`src/rtl/avalon_arb_pkg.sv`:
```
// avalon_arb_pkg: shared state encoding and default widths for the burst arbiter.
package avalon_arb_pkg;
  typedef enum logic [1:0] {IDLE, RD_CMD, RD_DATA, WR_BURST} arb_state_t;
  localparam int AW_DEF  = 32;
  localparam int DW_DEF  = 32;
  localparam int BCW_DEF = 5;
endpackage

```
`src/rtl/burst_beat_counter.sv`:
```
// burst_beat_counter: latches a burst length on the first load, counts beats and flags the last one.
module burst_beat_counter import avalon_arb_pkg::*; #(
  parameter int BCW = BCW_DEF
) (
  input  logic           clk,
  input  logic           reset,
  input  logic           load_i,
  input  logic [BCW-1:0] bc_i,
  input  logic           inc_i,
  output logic           last_o,
  output logic           zero_o
);
  logic [BCW-1:0] total_q, total_d, cnt_q, cnt_d;
  logic           start;
  always_comb begin
    start   = load_i && cnt_q == '0;
    total_d = start ? (bc_i == '0 ? BCW'(1) : bc_i) : total_q;
    zero_o  = start && bc_i == '0;
    last_o  = inc_i && (cnt_q + BCW'(1) == total_d);
    cnt_d   = last_o ? '0 : inc_i ? cnt_q + BCW'(1) : start ? '0 : cnt_q;
  end
  always_ff @(posedge clk) begin
    if (reset) begin
      total_q <= '0;
      cnt_q   <= '0;
    end else begin
      total_q <= total_d;
      cnt_q   <= cnt_d;
    end
  end
endmodule

```
`src/rtl/avalon_burst_arbiter.sv`:
```
// avalon_burst_arbiter: burst-granular VGA-read / stream-write arbiter in front of one SDRAM agent,
// VGA has priority unless the stream has waited STARVE_MAX cycles.
module avalon_burst_arbiter import avalon_arb_pkg::*; #(
  parameter int AW         = AW_DEF,
  parameter int DW         = DW_DEF,
  parameter int BCW        = BCW_DEF,
  parameter int STARVE_MAX = 64
) (
  input  logic            clk,
  input  logic            reset,
  input  logic [AW-1:0]   vga_address,
  input  logic [BCW-1:0]  vga_burstcount,
  input  logic            vga_read,
  output logic [DW-1:0]   vga_readdata,
  output logic            vga_readdatavalid,
  output logic            vga_waitrequest,
  input  logic [AW-1:0]   st_address,
  input  logic [DW/8-1:0] st_byteenable,
  input  logic [BCW-1:0]  st_burstcount,
  input  logic            st_write,
  input  logic [DW-1:0]   st_writedata,
  output logic            st_waitrequest,
  output logic [AW-1:0]   sd_address,
  output logic [DW/8-1:0] sd_byteenable,
  output logic [BCW-1:0]  sd_burstcount,
  output logic            sd_read,
  output logic            sd_write,
  output logic [DW-1:0]   sd_writedata,
  input  logic [DW-1:0]   sd_readdata,
  input  logic            sd_readdatavalid,
  input  logic            sd_waitrequest,
  output logic            grant_vga,
  output logic            grant_st,
  output logic            proto_err
);
  localparam int SW = $clog2(STARVE_MAX + 1);
  arb_state_t    state_q, state_d;
  logic [SW-1:0] starve_q, starve_d;
  logic          proto_err_q, proto_err_d;
  logic          rd_acc, rd_beat, rd_last, rd_zero, wr_acc, wr_last, wr_zero;
  assign grant_vga         = state_q == RD_CMD || state_q == RD_DATA;
  assign grant_st          = state_q == WR_BURST;
  assign sd_read           = state_q == RD_CMD && vga_read;
  assign sd_write          = grant_st && st_write;
  assign sd_address        = grant_st ? st_address : vga_address;
  assign sd_byteenable     = grant_st ? st_byteenable : '1;
  assign sd_burstcount     = grant_st ? st_burstcount : vga_burstcount;
  assign sd_writedata      = grant_st ? st_writedata : '0;
  assign vga_waitrequest   = state_q == RD_CMD ? sd_waitrequest : 1'b1;
  assign st_waitrequest    = grant_st ? sd_waitrequest : 1'b1;
  assign vga_readdatavalid = state_q == RD_DATA && sd_readdatavalid;
  assign vga_readdata      = state_q == RD_DATA ? sd_readdata : '0;
  assign proto_err         = proto_err_q;
  assign rd_acc            = sd_read && !sd_waitrequest;
  assign rd_beat           = vga_readdatavalid;
  assign wr_acc            = sd_write && !sd_waitrequest;
  burst_beat_counter #(.BCW(BCW)) u_rd_cnt (
    .clk, .reset, .load_i(rd_acc), .bc_i(vga_burstcount), .inc_i(rd_beat),
    .last_o(rd_last), .zero_o(rd_zero)
  );
  burst_beat_counter #(.BCW(BCW)) u_wr_cnt (
    .clk, .reset, .load_i(wr_acc), .bc_i(st_burstcount), .inc_i(wr_acc),
    .last_o(wr_last), .zero_o(wr_zero)
  );
  always_comb begin
    state_d = state_q;
    case (state_q)
      IDLE:     state_d = (vga_read && !(st_write && starve_q == SW'(STARVE_MAX))) ? RD_CMD :
                          st_write ? WR_BURST : IDLE;
      RD_CMD:   state_d = rd_acc ? RD_DATA : RD_CMD;
      RD_DATA:  state_d = rd_last ? IDLE : RD_DATA;
      WR_BURST: state_d = wr_last ? IDLE : WR_BURST;
      default:  state_d = IDLE;
    endcase
    starve_d    = (state_q != WR_BURST && state_d == WR_BURST) ? '0 :
                  (st_write && state_q != WR_BURST && starve_q != SW'(STARVE_MAX)) ? starve_q + SW'(1) :
                  starve_q;
    // read beats with no read burst in flight are orphans and are discarded
    proto_err_d = proto_err_q || rd_zero || wr_zero || (sd_readdatavalid && state_q != RD_DATA);
  end
  always_ff @(posedge clk) begin
    if (reset) begin
      state_q     <= IDLE;
      starve_q    <= '0;
      proto_err_q <= 1'b0;
    end else begin
      state_q     <= state_d;
      starve_q    <= starve_d;
      proto_err_q <= proto_err_d;
    end
  end
endmodule

```
`config.mk`:
```
export PLATFORM = sky130hd
export DESIGN_NAME = avalon_burst_arbiter
export DESIGN_NICKNAME = d
export VERILOG_FILES = /design/src/rtl/avalon_arb_pkg.sv /design/src/rtl/burst_beat_counter.sv /design/src/rtl/avalon_burst_arbiter.sv
export SDC_FILE = /design/constraint.sdc
export NUM_CORES = 1
export LEC_CHECK = 0
export BUFFER_PORTS_ARGS = -buffer_cell sky130_fd_sc_hd__buf_2
export CAP_MARGIN = 25
export CELL_PAD_IN_SITES_DETAIL_PLACEMENT = 2
export CELL_PAD_IN_SITES_GLOBAL_PLACEMENT = 2
export CORE_MARGIN = 3
export CORE_UTILIZATION = 19
export DETAILED_ROUTE_END_ITERATION = 8
export PLACE_DENSITY = 0.82
export SYNTH_ARGS = -nofsm -noshare
export SYNTH_HDL_FRONTEND = slang
export SYNTH_SLANG_ARGS = --single-unit
```
`constraint.sdc`:
```
create_clock -name clk -period 4.2 [get_ports clk]
set_input_delay 0.42 -clock clk [delete_from_list [all_inputs] [get_ports clk]]
set_output_delay 0.42 -clock clk [all_outputs]
set_load 0.005 [all_outputs]
```
# == Word-level counts from Yosys, hierarchy flattened ==
# Cells that the tools add are included.
# totals
memories,0
latch_bits,0
register_bits,30
mem_bits_rw,0
word_cells,74
romBits,0
inputBits,148
# op_classes
n_mul,0
shifts,0
eq_ne,10
add_sub_neg,3
order_cmp,0
bitwise,0
n_reduce_logical,33
n_mux,21
div,0
# ops
cell,n
$mux W32,3
$mux W5,9
$logic_not A5 Y1,4
$logic_and A1 B1 Y1,17
$add A5 B1 Y5 const B,2
$eq A5 B5 Y1,2
$mux W2,5
$pmux W2 S4,1
$add A7 B1 Y7 const B,1
$eq A7 B7 Y1 const B,1
$ne A7 B7 Y1 const B,1
$eq A2 B2 Y1 const B,3
$reduce_or A2 Y1,3
$logic_or A1 B1 Y1,4
$mux W4,1
$ne A2 B2 Y1 const B,2
$reduce_bool A2 Y1,2
$eq A2 B1 Y1 const B,1
$logic_not A1 Y1,2
$logic_not A2 Y1,1
$mux W1,2

# == Depth between registers and ports, before layout ==
# logic_depth
word_depth,12
depth_mapped,9
mapped_depth_nobuf,8

# == Cells and area by module ==
# From an unflattened synthesis, not the netlist that was laid out.
# hier_totals
hier_cells,359
hier_area_um2,3050.4
# by_module_without_submodules
mod,area_each_um2,seq_area_each_um2,n_inst,cells_per_inst
avalon_burst_arbiter,1571.5,200.2,1,191
burst_beat_counter,739.5,200.2,2,84

# == Least setup slack after synthesis ==
# OpenSTA, ideal clock, no wires.
# synth_timing
path_type,register to register
startpoint,register state_q[1]
endpoint,register u_rd_cnt.cnt_q[0]
required_ns,4.064
period_less_slack_ns,2.347
path_slack_ns,1.853
stages_incl_launch_ff,10
t_arrival_ns,2.211
setup_time_ns,0.136
cell_sequence,dfxtp_1 -> inv_1 -> ha_1 -> and3b_1 -> clkbuf_1 -> a21oi_2 -> or3_1 -> a211o_1 -> o31ai_1 -> nor2_1
# synth_between
elab_chain_cells,8
# synth_rtl
item,line_no,source
from (decl),avalon_burst_arbiter.sv:37,"arb_state_t state_q, state_d;"
from (signal assigned),avalon_burst_arbiter.sv:87,state_q <= state_d;
$eq A2 B1 Y1,avalon_burst_arbiter.sv:43,assign sd_read = state_q == RD_CMD && vga_read;
$logic_and A1 B1 Y1,avalon_burst_arbiter.sv:43,
$logic_and A1 B1 Y1,avalon_burst_arbiter.sv:54,assign rd_acc = sd_read && !sd_waitrequest;
$logic_and A1 B1 Y1,burst_beat_counter.sv:16,start = load_i && cnt_q == '0;
$mux W5,burst_beat_counter.sv:17,total_d = start ? (bc_i == '0 ? BCW'(1) : bc_i) : total_q;
$eq A5 B5 Y1,burst_beat_counter.sv:19,last_o = inc_i && (cnt_q + BCW'(1) == total_d);
$logic_and A1 B1 Y1,burst_beat_counter.sv:19,
$reduce_or A2 Y1 (no line),--,
to (signal assigned),burst_beat_counter.sv:28,cnt_q <= cnt_d;
to (decl),burst_beat_counter.sv:13,"logic [BCW-1:0] total_q, total_d, cnt_q, cnt_d;"
# Several ways; a longest one is shown, not always the timed one.
# A chain may end at the register's enable or synchronous reset.

# == Worst setup path in the final report ==
# layout_timing
startpoint,register u_rd_cnt.cnt_q[0]
endpoint,register u_rd_cnt.cnt_q[4]
# layout_between
elab_chain_cells,6
# layout_rtl
item
branches (longest 6 deep; another with $add A5 B1 Y5)
# Parallel ways; which one is timed is not known.

==> impl_metrics.py <==
metrics = {
    "outcome": {
        "run_status": "complete, no violations",
    },
    "layout": {
        "final_nets": 737,
        "multiInputGateArea_sq_um": 1990,
        "areaGrowthSynthToFinish_pct": 59.3,
        "regArea_sq_um": 601,
        "fillers": 1651,
        "layout-drive-gt1-share_pct": 55.5,
        "diodes": 0,
    },
    "synth": {
        "synth.cell_area_sq_um": 2720,
        "synth_edf_count": 0,
        "ys.flop_type": "dfxtp_1",
        "seq_area_frac_synth_pct": 22.1,
        "synth_nets": 486,
        "synth_seq_cells": 30,
        "synthArstFlopShare_pct": 0,
        "yosys_warnings": 0,
        "avgSynthCellArea_sq_um": 8.29,
        "yosysUniqueCellTypes": 47,
        "synth_cells": 328,
    },
    "drt": {
        "wl_per_cell_um": 16.4,
        "drt-initial-drc-count": 66,
        "drc_errors": 0,
        "num_vias": 3386,
        "ant_nets": 0,
        "vias_per_cell": 4.46,
        "dr.pass1.iters": 4,
        "finalWirelength_mm": 12.4,
    },
    "clock_tree": {
        "cts_tree": "built",
        "path_clk_slew_ns": 0.05,
        "cts_hold_buf": 0,
        "cts_buffer_depth": 2,
        "cts_root_buf": "clkbuf_16",
        "htree_levels": 2,
        "cts_buffers": 5,
        "cts_sinks": 30,
        "clk_latency_ns": 0.28,
        "cts_setup_buffers": 0,
        "cts_resized": 0,
    },
    "critical_path": {
        "critical_path_class": "reg -> reg",
        "cp_max_fo": 6,
        "critical_path_arrival_ns": 2.87,
        "endpoint_kind": "flip-flop",
        "start_kind": "flip-flop",
        "cp.required_ns": 4.34,
    },
    "pwr": {
        "p_leak_nw": 2.22,
        "vdd_ir_drop_max_uv": 120,
        "p_per_area_nw_per_um2": 270,
    },
    "die": {
        "core_area_sq_um": 13900,
        "initial_core_util_pct": 19.5,
        "die-area_sq_um": 15800,
        "die_w_um": 126,
        "num_rows": 43,
        "die_h_um": 126,
        "ios": 261,
    },
    "grt": {
        "overflow": 0,
        "grt_pass1_wl_mm": 19.5,
        "grt_max_degree": 81,
        "grt_pass1_vias": 3777,
        "antenna_found_initial": 1,
        "grt_use_total_pct": 14.9,
    },
    "sta": {
        "max_freq_ghz": 0.366,
        "drv_slew": 0,
        "worst_pin_slew_ns": 0.904,
        "setup_ws_ns": 1.47,
        "finClkSkew_ns": 0.00497,
        "grt_setup_unrepaired": "false",
        "finalHoldViolCount": 0,
        "finalSetupTns_ns": 0,
        "final.min_clock_period_ns": 2.73,
        "setup_viol": 0,
        "timing.final.crit_share_pct": 65.1,
        "relSlewSlack_pct": 39.2,
    },
    "place": {
        "dp_hpwl_mm": 10.4,
        "finalWeightedCongestion": 0.791,
        "portBuffers": 260,
        "dp_slack_ns": 1.44,
    },
    "run": {
        "drv_cap": 0,
    },
    "hold_path": {
        "worst_hold_path_type": "in -> reg",
    },
}
-- synth_stat cells, types with 4 or more instances --
cell type / number / share of area (%)
dfxtp_1: 30 / 22
a21oi_1: 12 / 2.2
nand2_1: 12 / 1.7
clkbuf_1: 16 / 2.2
ha_1: 10 / 4.6
inv_1: 13 / 1.8
nand3_1: 15 / 2.8
xor2_1: 8 / 2.6
o21ai_0: 6 / 1.1
nor3_1: 10 / 1.8
nor2_1: 18 / 2.5
nor2b_1: 5 / 1.1
nand4_1: 4 / 0.92
nand2b_1: 8 / 1.8
mux2_2: 37 / 15
xnor2_1: 15 / 4.8
and2_1: 67 / 15
-- kinds of logic after synthesis --
kind of cell	after synthesis	synth area share, %
xor gates and xnor gates	23	7.41
muxes	40	16.4
DFF	30	22.1
buffers and inverters	31	4.83
adders and majority gates	10	4.60
AOI/OAI and AO/OA	38	9.75
and+or+nand+nor	156	34.9
-- worst paths after layout --
kind / cells past startpoint / from / endpoint / slack (ns)
max: 8 / u_rd_cnt.cnt_q[0] / u_rd_cnt.cnt_q[4] / 1.47
min: 3 / st_burstcount[2] / u_wr_cnt.total_q[2] / 0.44
max reg2reg: 8 / u_rd_cnt.cnt_q[0] / u_rd_cnt.cnt_q[4] / 1.47
min reg2reg: 2 / u_wr_cnt.total_q[2] / u_wr_cnt.total_q[2] / 0.48
-- power by group --
group	leakage [nW]	internal, mW	switching (mW)
clock network	0.0729	0.234	0.138
logic	1.90	0.246	0.238
registers	0.243	0.300	0.0132
total	2.22	0.780	0.389
-- registers in the layout (all words and copies together), names as in the netlist --
| signal | flops |
|---|---|
| u_rd_cnt.total_q | 5 |
| u_rd_cnt.cnt_q | 5 |
| u_wr_cnt.cnt_q | 5 |
| starve_q | 7 |
| proto_err | 1 |
| state_q | 2 |
| u_wr_cnt.total_q | 5 |
-- layout by cell type (no fill, tap or decap), types with 3 or more instances in the layout --
cell / netlist / routed
o211ai_1: 3 / 3
mux2_2: 37 / 37
nand4_1: 4 / 4
nor2_1: 18 / 18
nor2b_1: 5 / 5
dfxtp_1: 30 / 30
nor3_1: 10 / 10
o21ai_0: 6 / 6
xnor2_1: 15 / 15
o31ai_1: 3 / 3
mux2i_1: 3 / 3
a21oi_1: 12 / 12
nand2_1: 12 / 12
ha_1: 10 / 9
nand2b_1: 8 / 8
xor2_1: 8 / 8
inv_1: 13 / 13
and2_1: 67 / 67
clkbuf_16: 0 / 5
buf_2: 0 / 260
nand3_1: 15 / 15
-- stage by stage --
stage | hold slack [ns] | std cells | power (mW) | cell area (sq um) | utilization [%]
final | 0.439 | 760 | 1.17 | 4330 | 31.1
after global routing | 0.457 | 760 | 1.25 | 4330 | 31.1
after CTS | 0.434 | 760 | 1.19 | 4330 | 31.1
after detailed placement | 0.464 | 752 | 0.812 | 4180 | 30.0
after global placement | 0.456 | 752 | 0.788 | 4180 | 30.0
after floorplan | 0.436 | 328 | 0.577 | 2720 | -
-- routing by layer --
layer  GRT usage, %  vias up  share of wire, %
li1               -     1622                 -
met1           15.1     1616                35
met2           30.6      137                57
met3           4.03        9               7.1
met4           1.79        2              0.46
met5              0        -              0.10
-- area by class of cell --
cell class              instances  share of cell area, %
clock inverters                 2                  0.289
flip-flops and latches         30                   13.9
well taps                     180                   5.20
repair buffers                262                   30.4
inverters                      13                   1.13
multi-input cells             267                   45.9
clock buffers                   6                   3.21
-- worst max-delay path: stages (launching register included) --
cell and delay [ns]:
dfxtp_1 0.36, inv_1 0.10, ha_1 0.17, nor4b_4 0.42
a21oi_2 0.14, or3_1 0.37, a211o_1 0.34, o31ai_1 0.57
nor2_1 0.12
(Power assumes the default switching activity.)
